<file path="src/rtl/lsu_ctrl_if.sv">
// lsu_ctrl_if: request, memory-port and response signals of the load/store unit controller
interface lsu_ctrl_if;
  logic        req_valid;
  logic        req_ready;
  logic        req_wen;
  logic [63:0] req_addr;
  logic [63:0] req_wdata;
  logic [1:0]  req_size;
  logic        req_signed;
  logic        rd_en;
  logic [63:0] rd_addr;
  logic        rd_valid;
  logic [63:0] rd_data;
  logic        wr_en;
  logic [63:0] wr_addr;
  logic [63:0] wr_data;
  logic [3:0]  wr_mask;
  logic        wr_finish;
  logic        resp_valid;
  logic        resp_ready;
  logic [63:0] resp_rdata;
  logic        resp_err;
  logic        busy;
  modport slave (
    input  req_valid, req_wen, req_addr, req_wdata, req_size, req_signed,
           rd_valid, rd_data, wr_finish, resp_ready,
    output req_ready, rd_en, rd_addr, wr_en, wr_addr, wr_data, wr_mask,
           resp_valid, resp_rdata, resp_err, busy
  );
  modport master (
    output req_valid, req_wen, req_addr, req_wdata, req_size, req_signed,
           rd_valid, rd_data, wr_finish, resp_ready,
    input  req_ready, rd_en, rd_addr, wr_en, wr_addr, wr_data, wr_mask,
           resp_valid, resp_rdata, resp_err, busy
  );
endinterface

</file>
<file path="src/rtl/lsu_ctrl.sv">
// lsu_ctrl: single-outstanding load/store controller with alignment check, extension and wait timeout
module lsu_ctrl #(
  parameter int unsigned TIMEOUT = 255
) (
  input logic       clock,
  input logic       reset,
  lsu_ctrl_if.slave bus
);
  typedef enum logic [1:0] {IDLE, RD_WAIT, WR_WAIT, RESP} state_t;
  state_t      state;
  logic [63:0] addr_q, wdata_q, rdata_q;
  logic [1:0]  size_q;
  logic        signed_q, err_q;
  logic [7:0]  cnt;
  logic [2:0]  low_mask;
  logic        misaligned;
  logic [63:0] req_mask, ext_data, d;
  logic        s;
  always_comb begin
    low_mask   = bus.req_size == 2'd0 ? 3'd0 : bus.req_size == 2'd1 ? 3'd1 :
                 bus.req_size == 2'd2 ? 3'd3 : 3'd7;
    misaligned = |(bus.req_addr[2:0] & low_mask);
    req_mask   = bus.req_size == 2'd0 ? 64'hFF : bus.req_size == 2'd1 ? 64'hFFFF :
                 bus.req_size == 2'd2 ? 64'hFFFF_FFFF : '1;
    d          = bus.rd_data;
    s          = signed_q;
    ext_data   = size_q == 2'd0 ? {{56{s & d[7]}}, d[7:0]} :
                 size_q == 2'd1 ? {{48{s & d[15]}}, d[15:0]} :
                 size_q == 2'd2 ? {{32{s & d[31]}}, d[31:0]} : d;
  end
  always_ff @(posedge clock) begin
    if (reset) begin
      state    <= IDLE;
      addr_q   <= '0;
      wdata_q  <= '0;
      rdata_q  <= '0;
      size_q   <= '0;
      signed_q <= 1'b0;
      err_q    <= 1'b0;
      cnt      <= '0;
    end else begin
      case (state)
        IDLE: if (bus.req_valid) begin
          addr_q   <= bus.req_addr;
          wdata_q  <= bus.req_wdata & req_mask;
          size_q   <= bus.req_size;
          signed_q <= bus.req_signed;
          rdata_q  <= '0;
          err_q    <= misaligned;
          cnt      <= '0;
          state    <= misaligned ? RESP : bus.req_wen ? WR_WAIT : RD_WAIT;
        end
        RD_WAIT: begin
          // completion takes priority over a timeout in the same cycle
          if (bus.rd_valid) begin
            rdata_q <= ext_data;
            state   <= RESP;
          end else if (cnt == 8'(TIMEOUT)) begin
            err_q <= 1'b1;
            state <= RESP;
          end else
            cnt <= cnt + 8'd1;
        end
        WR_WAIT: begin
          if (bus.wr_finish)
            state <= RESP;
          else if (cnt == 8'(TIMEOUT)) begin
            err_q <= 1'b1;
            state <= RESP;
          end else
            cnt <= cnt + 8'd1;
        end
        RESP: if (bus.resp_ready) state <= IDLE;
        default: state <= IDLE;
      endcase
    end
  end
  assign bus.req_ready  = state == IDLE;
  assign bus.busy       = state != IDLE;
  assign bus.rd_en      = state == RD_WAIT;
  assign bus.rd_addr    = state == RD_WAIT ? addr_q : '0;
  assign bus.wr_en      = state == WR_WAIT;
  assign bus.wr_addr    = state == WR_WAIT ? addr_q : '0;
  assign bus.wr_data    = wdata_q;
  assign bus.wr_mask    = 4'b0001 << size_q;
  assign bus.resp_valid = state == RESP;
  assign bus.resp_rdata = rdata_q;
  assign bus.resp_err   = err_q;
endmodule

</file>
<file path="src/flat_wrapper.sv">
// flat-port wrapper written by rule: the top's interface ports become plain ports
module lsu_ctrl_flat 
#(
  parameter int unsigned TIMEOUT = 255
)
  (clock, reset, bus_req_valid, bus_req_wen, bus_req_addr, bus_req_wdata, bus_req_size, bus_req_signed, bus_rd_valid, bus_rd_data, bus_wr_finish, bus_resp_ready, bus_req_ready, bus_rd_en, bus_rd_addr, bus_wr_en, bus_wr_addr, bus_wr_data, bus_wr_mask, bus_resp_valid, bus_resp_rdata, bus_resp_err, bus_busy);
  lsu_ctrl_if bus_i ();
  input logic clock;
  input logic reset;
  input wire logic [$bits(bus_i.req_valid)-1:0] bus_req_valid;
  input wire logic [$bits(bus_i.req_wen)-1:0] bus_req_wen;
  input wire logic [$bits(bus_i.req_addr)-1:0] bus_req_addr;
  input wire logic [$bits(bus_i.req_wdata)-1:0] bus_req_wdata;
  input wire logic [$bits(bus_i.req_size)-1:0] bus_req_size;
  input wire logic [$bits(bus_i.req_signed)-1:0] bus_req_signed;
  input wire logic [$bits(bus_i.rd_valid)-1:0] bus_rd_valid;
  input wire logic [$bits(bus_i.rd_data)-1:0] bus_rd_data;
  input wire logic [$bits(bus_i.wr_finish)-1:0] bus_wr_finish;
  input wire logic [$bits(bus_i.resp_ready)-1:0] bus_resp_ready;
  output wire logic [$bits(bus_i.req_ready)-1:0] bus_req_ready;
  output wire logic [$bits(bus_i.rd_en)-1:0] bus_rd_en;
  output wire logic [$bits(bus_i.rd_addr)-1:0] bus_rd_addr;
  output wire logic [$bits(bus_i.wr_en)-1:0] bus_wr_en;
  output wire logic [$bits(bus_i.wr_addr)-1:0] bus_wr_addr;
  output wire logic [$bits(bus_i.wr_data)-1:0] bus_wr_data;
  output wire logic [$bits(bus_i.wr_mask)-1:0] bus_wr_mask;
  output wire logic [$bits(bus_i.resp_valid)-1:0] bus_resp_valid;
  output wire logic [$bits(bus_i.resp_rdata)-1:0] bus_resp_rdata;
  output wire logic [$bits(bus_i.resp_err)-1:0] bus_resp_err;
  output wire logic [$bits(bus_i.busy)-1:0] bus_busy;
  assign bus_i.req_valid = bus_req_valid;
  assign bus_i.req_wen = bus_req_wen;
  assign bus_i.req_addr = bus_req_addr;
  assign bus_i.req_wdata = bus_req_wdata;
  assign bus_i.req_size = bus_req_size;
  assign bus_i.req_signed = bus_req_signed;
  assign bus_i.rd_valid = bus_rd_valid;
  assign bus_i.rd_data = bus_rd_data;
  assign bus_i.wr_finish = bus_wr_finish;
  assign bus_i.resp_ready = bus_resp_ready;
  assign bus_req_ready = bus_i.req_ready;
  assign bus_rd_en = bus_i.rd_en;
  assign bus_rd_addr = bus_i.rd_addr;
  assign bus_wr_en = bus_i.wr_en;
  assign bus_wr_addr = bus_i.wr_addr;
  assign bus_wr_data = bus_i.wr_data;
  assign bus_wr_mask = bus_i.wr_mask;
  assign bus_resp_valid = bus_i.resp_valid;
  assign bus_resp_rdata = bus_i.resp_rdata;
  assign bus_resp_err = bus_i.resp_err;
  assign bus_busy = bus_i.busy;
  lsu_ctrl #(.TIMEOUT(TIMEOUT)) u_core (.clock(clock), .reset(reset), .bus(bus_i));
endmodule
</file>
<file path="config.mk">
export PLATFORM = sky130hd
export DESIGN_NAME = lsu_ctrl_flat
export DESIGN_NICKNAME = d
export VERILOG_FILES = /design/src/rtl/lsu_ctrl_if.sv /design/src/rtl/lsu_ctrl.sv /design/src/flat_wrapper.sv
export SDC_FILE = /design/constraint.sdc
export NUM_CORES = 1
export LEC_CHECK = 0
export ABC_CLOCK_PERIOD_IN_PS = 4400
export BUFFER_PORTS_ARGS = -buffer_cell sky130_fd_sc_hd__buf_2
export CAP_MARGIN = 20
export CORE_AREA = 2 2 182 184
export CTS_BUF_LIST = sky130_fd_sc_hd__clkbuf_8 sky130_fd_sc_hd__clkbuf_16
export DETAILED_ROUTE_END_ITERATION = 8
export DIE_AREA = 0 0 184 186
export HOLD_SLACK_MARGIN = 0.15
export PLACE_DENSITY_LB_ADDON = 0.05
export SLEW_MARGIN = 20
export SYNTH_ARGS = -nofsm -noshare
export SYNTH_HDL_FRONTEND = slang
export SYNTH_SLANG_ARGS = --single-unit
</file>
<file path="constraint.sdc">
create_clock -name clock -period 4.4 [get_ports clock]
set_clock_uncertainty 0.2 [all_clocks]
set_input_delay 1.32 -clock clock [delete_from_list [all_inputs] [get_ports clock]]
set_output_delay 1.32 -clock clock [all_outputs]
set_load 0.005 [all_outputs]
</file>
=== Yosys cells after proc, flatten, opt, wreduce, memory -nomap -nowiden ===
Cells that the tools add are included.

* Add/subtract/negate cells: 1
* Bitwise gates (word level): 5
* Shifts and indexed selects: 1
* Reductions and logical operators: 11
* Multiplexer cells: 32
* Equality and inequality tests: 13

{| class="wikitable"
|+ Operators with widths
! kind !! number
|-
| $mux 64 || 10
|-
| $pmux 64 s2 || 1
|-
| $and 64x64->64 || 1
|-
| $mux 8 || 4
|-
| $pmux 8 s3 || 1
|-
| $mux 2 || 7
|-
| $ne 2x2->1 const B || 5
|-
| $mux 3 || 3
|-
| $add 8x1->8 const B || 1
|-
| $eq 2x2->1 const B || 4
|-
| $eq 8x8->1 const B || 1
|-
| $pmux 2 s4 || 1
|-
| $eq 2x1->1 const B || 3
|-
| $logic_not 2->1 || 3
|-
| $mux 1 || 4
|-
| $reduce_and 2->1 || 2
|-
| $reduce_and 4->1 || 1
|-
| $reduce_bool 2->1 || 2
|-
| $shl 1x2->4 const A || 1
|-
| $and 1x1->1 || 3
|-
| $and 3x3->3 || 1
|-
| $pmux 1 s3 || 1
|-
| $reduce_and 3->1 || 1
|-
| $reduce_bool 3->1 || 1
|-
| $reduce_or 3->1 || 1
|}

* Output and inout port bits: 266
* Bits of input ports: 202
* Register bits: 206

=== Depth between registers and ports, before layout ===
Gate-level depths: netlist (run 1).

* Depth in word-level cells: 9
* Gate-level depth with buffers: 9
* Gate-level depth less buffers: 6

=== Least setup slack after synthesis (run 1) ===
Ideal clock, no wire load.

* Kind: flip-flop to output port
* From: register u_core.state[1]
* To: output bus_rd_addr[0]
* Data required time: 2.880 ns
* Stages on the path, launching flop included: 6
* Setup slack: 1.485 ns
* Path buffers: 2
* Arrival: 1.395 ns
* Path through: dfxtp_1 > inv_1 > ha_1 > clkbuf_1 > clkbuf_1 > and2_1

* Word-level cells in the longest chain between the ends: 2

{| class="wikitable"
|+ Ends and longest elaborated chain
! element !! RTL line !! text
|-
| start, declared || lsu_ctrl.sv:10 || <nowiki>state_t state;</nowiki>
|-
| start signal, assigned || lsu_ctrl.sv:51 || <nowiki>state <= misaligned ? RESP : bus.req_wen ? WR_WAIT : RD_WAIT;</nowiki>
|-
| $eq 2x1->1 || -- ||
|-
| via bus_rd_en || flat_wrapper.sv:21 || <nowiki>output wire logic [$bits(bus_i.rd_en)-1:0] bus_rd_en;</nowiki>
|-
| $mux 64 || lsu_ctrl.sv:81 || <nowiki>assign bus.rd_addr = state == RD_WAIT ? addr_q : '0;</nowiki>
|-
| end, declared || flat_wrapper.sv:22 || <nowiki>output wire logic [$bits(bus_i.rd_addr)-1:0] bus_rd_addr;</nowiki>
|}

The timed path passes the listed nets, and every way through them passes these cells.

=== Worst setup path after layout (run 1) ===
* From: register u_core.state[1]
* To: output bus_rd_addr[36]

* Word-level cells in the longest chain between the ends: 2

{| class="wikitable"
|+ Ends and longest elaborated chain
! element !! RTL line
|-
| $eq 2x1->1 || lsu_ctrl.sv:81
|-
| $mux 64 || lsu_ctrl.sv:81
|}

Every way passes these cells.

==> results of run 1 <==
kinds of logic (layout without fill, tap and decap cells):
family / after synthesis / count (layout)
simple gates: 504 / 504
compound gates: 249 / 249
flops: 206 / 206
mux: 4 / 4
fa+ha+maj: 6 / 6
buf+inv: 90 / 529
other cells: 0 / 5
final timing paths:
check / end / from / cells after the start / slack [ns]
hold / removal: u_core.bus.resp_rdata[19]$_SDFFE_PP0P_ / u_core.bus.resp_rdata[19]$_SDFFE_PP0P_ / 2 / 0.25
setup reg to reg: u_core.cnt[3]$_SDFFE_PP0P_ / u_core.state[1]$_SDFFE_PP0P_ / 6 / 1.53
hold reg to reg: u_core.bus.resp_rdata[19]$_SDFFE_PP0P_ / u_core.bus.resp_rdata[19]$_SDFFE_PP0P_ / 2 / 0.25
setup / recovery: bus_rd_addr[36] / u_core.state[1]$_SDFFE_PP0P_ / 5 / 0.80
critical path, stage by stage (launching register included):
cell and delay [ns]:
dfxtp_1 0.38, inv_1 0.13, ha_2 0.48, buf_12 0.26, and2_1 0.16, buf_2 0.11
where the power goes:
| part | internal (mW) | leakage [nW] | switching [mW] |
|---|---|---|---|
| logic | 0.570 | 3.65 | 1.07 |
| clock network | 1.22 | 0.427 | 0.803 |
| registers | 2.07 | 1.67 | 0.152 |
per-stage QoR:
stage	instances	instance area, µm²
CTS	1906	12000
global placement	1862	11100
finish	1911	12000
detailed placement	1863	11200
global route	1908	12000
floorplan	1059	8510
flip-flops by register name, indices dropped and copies added (netlist names):
| register | flops |
|---|---|
| u_core.state | 2 |
| u_core.size_q | 2 |
| u_core.addr_q | 64 |
| u_core.s | 1 |
| u_core.bus.wr_data | 64 |
| u_core.bus.resp_err | 1 |
| u_core.bus.resp_rdata | 64 |
| u_core.cnt | 8 |
cell usage after synthesis (4+ instances only):
cell      count
nand2_1     244
dfxtp_1     206
and2_1      130
a21oi_1     128
nor2_1       78
clkbuf_1     71
a22oi_1      40
o21ai_2      30
nand3_1      20
o21ai_0      20
nand4_1      12
o21ai_1      10
buf_2         7
inv_1         7
ha_1          6
nand2b_1      6
buf_6         4
or4_1         4
layout make-up:
class / instances / area [µm²] / area share
Sequential cell: 206 / 4120 / 0.344
Multi-Input combinational cell: 763 / 4040 / 0.336
Timing Repair Buffer: 479 / 2470 / 0.206
Clock buffer: 31 / 731 / 0.0609
Tap cell: 408 / 510 / 0.0426
Clock inverter: 12 / 81.3 / 0.00678
Inverter: 7 / 26.3 / 0.00219
Antenna cell: 5 / 12.5 / 0.00104
layer usage:
metal  GRT usage  up-vias  part of all wire
met5           0        -            0.0019
met1       0.208     3931              0.40
met4      0.0419       12             0.019
met3      0.0622       45             0.088
met2       0.327      308              0.49
li1            -     4370                 -
==> results.toml, run 1 <==
[global_routing]
grt_pass1_vias = 8372
antenna_found_initial = 10
grt_start_max_net_pins = 92
grt_overflow = 0
grt_pass1_wl_um = 48800
grt_use_total = 0.182

[logic_synthesis]
synth.distinct_cells = 42
synth-simple-area-share = 0.274
syn_area_um2 = 8510
synth_fa_ha_area_frac = 0.00882
synth_top_family_by_area = "simple AND/OR/NAND/NOR gates"
synth_nets = 1267
synth-edff-count = 0
yosysTopAreaCell = "dfxtp_1"
synth.area.mux_share = 0.00485
ys_warn_count = 0
synth_top_cell_area_share = 0.485
ys_seq_area_frac = 0.485
netlist_instances = 1059
synth-compound-area-share = 0.183
ys_ff_latch = 206
synth_xor_area_frac = 0
async_flop_share = 0
avgSynthCellArea_um2 = 8.04
ys_top_cells_by_area = "dfxtp_1, nand2_1, and2_1"
synth_ff_type = "dfxtp_1"

[routing]
drt_first_pass_iters = 7
drc = 0
first_iter_violations = 370
totalWireLength_um = 33000
routedWlPerCell_um = 17.3
ant_nets = 0
via_count = 8666
via_per_inst = 4.53

[final_layout]
final_util = 0.372
fin_nets = 1691
layout-drive-gt1-share = 0.372
num-fill-cells = 3537
layout_commonest_cell = "buf_2"
area_delta_synth_final_pct = 40.9
most-common-layout-cells = "buf_2, nand2_1, dfxtp_1"

[floorplanning]
start_util = 0.264
die_y_um = 186
io_pins = 468
die_x_um = 184
rows = 66
core_area_um2 = 32200
die_area_um2 = 34200

[critical_path]
crit_type = "reg -> out"
startpoint_type = "flip-flop"
endpoint_kind = "primary output"
arrival_ns = 2.08
crit_fanout = 54
worst_ep_required_time_ns = 2.88

[placed_design]
io_buffers = 467
post-dp-hpwl_um = 24100
gp_congestion = 0.746
pre_cts_ws_ns = 1.02

[timing]
fin_crit_sh = 0.819
fin_tns_setup_ns = 0
max_clock_freq_ghz = 0.278
worst_pin_slew_ns = 0.842
worst_slew_margin_rel = 0.431
slew_violations = 0
period_minus_slack_ns = 3.60
finalSetupViolCount = 0
rsz0062_at_grt = "false"
setup_slack_ns = 0.799
hold_violations = 0
holdWs_ns = 0.247

[clock_tree]
clock_latency_ns = 0.52
post_cts_resized = 0
postCtsSetupBuffers = 0
ctsHoldBuffers = 0
cts_tree = "yes"
clockBufferDepth = 3
cts.sinks = 206
htreeDepth = 1
clk_pin_slew_ns = 0.06
root_buffer = "clkbuf_16"
cts_inserted_buffers = 26

[power_and_ir_drop]
power.leakage_nw = 5.75
power.total_mw = 5.89
worst_ir_drop_vdd_mv = 0.249
power_density_nw_per_um2 = 491

[outcome]
outcome = "finished, final reports clean"

[flow_run]
cap_violations = 0

[worst_hold_path]
hold_path.class = "reg -> reg"
Note: power is estimated with default switching activity, not from simulation.
==> run 2: changes to the inputs <==
--- a/config.mk
+++ b/config.mk
@@ -5,13 +5,14 @@
 export SDC_FILE = /design/constraint.sdc
 export NUM_CORES = 1
 export LEC_CHECK = 0
-export ABC_CLOCK_PERIOD_IN_PS = 4400
+export ABC_AREA = 1
+export ABC_CLOCK_PERIOD_IN_PS = 3590
 export BUFFER_PORTS_ARGS = -buffer_cell sky130_fd_sc_hd__buf_2
 export CAP_MARGIN = 20
-export CORE_AREA = 2 2 182 184
+export CORE_AREA = 2 2 181 183
 export CTS_BUF_LIST = sky130_fd_sc_hd__clkbuf_8 sky130_fd_sc_hd__clkbuf_16
 export DETAILED_ROUTE_END_ITERATION = 8
-export DIE_AREA = 0 0 184 186
+export DIE_AREA = 0 0 183 185
 export HOLD_SLACK_MARGIN = 0.15
 export PLACE_DENSITY_LB_ADDON = 0.05
 export SLEW_MARGIN = 20
==> constraint.sdc (replaced) <==
create_clock -name clock -period 3.59 [get_ports clock]
set_clock_uncertainty 0.2 [all_clocks]
set_input_delay 1.077 -clock clock [delete_from_list [all_inputs] [get_ports clock]]
set_output_delay 1.077 -clock clock [all_outputs]
set_load 0.005 [all_outputs]
==> results.toml, run 2 <==
[global_routing]
grt_pass1_wl_um = 51200
grt_overflow = 0
grt_start_max_net_pins = 120
grt_use_total = 0.193
grt_pass1_vias = 8829
antenna_found_initial = 10

[clock_tree]
clockBufferDepth = 3
clock_latency_ns = 0.52
post_cts_resized = 0
cts_tree = "yes"
htreeDepth = 1
postCtsSetupBuffers = 0
clk_pin_slew_ns = 0.06
root_buffer = "clkbuf_16"
cts.sinks = 206
cts_inserted_buffers = 26
ctsHoldBuffers = 0

[logic_synthesis]
ys_warn_count = 0
ys_ff_latch = 206
syn_area_um2 = 8980
async_flop_share = 0
yosysTopAreaCell = "dfxtp_1"
synth_top_cell_area_share = 0.459
synth_ff_type = "dfxtp_1"
ys_seq_area_frac = 0.459
netlist_instances = 1243
synth-edff-count = 0
ys_top_cells_by_count = "nand2_1, nor2_1, dfxtp_1"
synth_most_common_cell = "nand2_1"
synth_nets = 1451
synth.distinct_cells = 29
ys_top_cells_by_area = "dfxtp_1, nand2_1, nor2_1"
avgSynthCellArea_um2 = 7.23

[floorplanning]
start_util = 0.280
die_area_um2 = 33900
io_pins = 468
rows = 66
die_y_um = 185
core_area_um2 = 32000
die_x_um = 183

[final_layout]
num-fill-cells = 3542
area_delta_synth_final_pct = 39.9
layout_commonest_cell = "buf_2"
fin_nets = 1881
most-common-layout-cells = "buf_2, nand2_1, nor2_1"
layout-drive-gt1-share = 0.348

[timing]
fin_tns_setup_ns = 0
holdWs_ns = 0.260
worst_slew_margin_rel = 0.435
rsz0062_at_grt = "false"
fin_crit_sh = 0.892
worst_pin_slew_ns = 0.847
max_clock_freq_ghz = 0.312
slew_violations = 0
hold_violations = 0
finalSetupViolCount = 0
period_minus_slack_ns = 3.20

[flow_run]
cap_violations = 0

[critical_path]
endpoint_kind = "primary output"
rr_startpoint = "u_core.state[1]$_SDFFE_PP0P_"
rr_worst_depth = 9
startpoint = "u_core.state[0]$_SDFFE_PP0P_"
crit_type = "reg -> out"
worst_ep_required_time_ns = 2.31
rrSetupSlack_ns = 1.17
rr_endpoint = "u_core.bus.wr_data[56]$_SDFFE_PP0P_"
startpoint_type = "flip-flop"
arrival_ns = 1.93
crit_fanout = 17
cp-endpoint = "bus_wr_addr[14]"

[routing]
ant_nets = 0
drt_first_pass_iters = 4
totalWireLength_um = 34400
via_per_inst = 4.46
routedWlPerCell_um = 16.3
via_count = 9386
first_iter_violations = 436
drc = 0

[worst_hold_path]
hold_path.class = "reg -> reg"
min-delay-start = "u_core.bus.wr_data[23]$_SDFFE_PP0P_"

[placed_design]
post-dp-hpwl_um = 25000
gp_congestion = 0.781
io_buffers = 467

[outcome]
outcome = "finished, final reports clean"

[power_and_ir_drop]
power_density_nw_per_um2 = 654
power.leakage_nw = 6.94
worst_ir_drop_vdd_mv = 0.316
==> run 2: cell count changes after synthesis, moves of 17 or more <==
cell | previous run | this run
a21oi_1 | 128 | 70
o21ai_0 | 20 | 86
o21ai_2 | 30 | 0
nor2_1 | 78 | 229
and2_1 | 130 | 0
o211ai_1 | 0 | 23
nand2_1 | 244 | 261
o211ai_2 | 0 | 23
inv_1 | 7 | 153
==> run 2: how the worst min path moves through the flow <==
stage / endpoint / slack (ns) / depth (start not counted)
2_1_floorplan: u_core.bus.resp_rdata[20]$_SDFFE_PP0P_ / 0.26 / 2
3_3_place_gp: u_core.bus.resp_rdata[20]$_SDFFE_PP0P_ / 0.25 / 2
3_5_place_dp: u_core.bus.wr_data[17]$_SDFFE_PP0P_ / 0.25 / 2
4_1_cts: u_core.bus.wr_data[22]$_SDFFE_PP0P_ / 0.26 / 2
5_1_grt: u_core.bus.wr_data[31]$_SDFFE_PP0P_ / 0.27 / 2
6_report: u_core.bus.wr_data[23]$_SDFFE_PP0P_ / 0.26 / 2
==> run 2: final cells by class <==
type                    instances  area, µm²  share of cell area
diodes                          7       17.5             0.00139
clock buffers                  36        800              0.0636
clock inverters                10        124             0.00985
inverters                     156        586              0.0466
multi-input cells             798       3880               0.309
flip-flops and latches        206       4120               0.328
well taps                     408        510              0.0406
repair buffers                485       2520               0.201
==> run 2: kinds of logic (layout without fill, tap and decap cells) <==
group,count (synthesis),after routing,share of synthesized area
other cells,0,7,0
buf+inv,239,687,0.110
compound gates,263,263,0.191
simple gates,528,528,0.231
xor+xnor,1,1,0.000975
flops,206,206,0.459
fa+ha+maj,6,6,0.00836
==> run 2: stage by stage <==
step           instances  utilization  worst slack (ns)  cell area (µm²)  power [mW]
2_1_floorplan       1243            -             0.907             8980        4.52
3_3_place_gp        2053        0.363             0.832            11600        5.58
3_5_place_dp        2053        0.363             0.794            11600        5.59
4_1_cts             2099        0.392             0.322            12600        8.40
5_1_grt             2102        0.392             0.238            12600        8.81
6_report            2106        0.392             0.386            12600        8.22
==> run 2: routing by layer <==
layer / vias up / wire (µm) / GRT usage
met5: - / 42 / 0
met4: 8 / 669 / 0.0534
met3: 51 / 3000 / 0.0627
met2: 312 / 16600 / 0.340
met1: 4228 / 14000 / 0.225
li1: 4787 / - / -
==> run 2: report_power, final <==
group	switching [mW]	internal, mW
Combinational	1.62	0.873
Clock	1.00	1.75
Sequential	0.292	2.68
Total	2.92	5.31
==> run 2: worst max-delay path, stage by stage, from the launching register on <==
cell	delay (ns)
dfxtp_1	0.33
inv_1	0.13
ha_2	0.37
buf_4	0.28
nand2_1	0.12
inv_1	0.07
buf_2	0.10
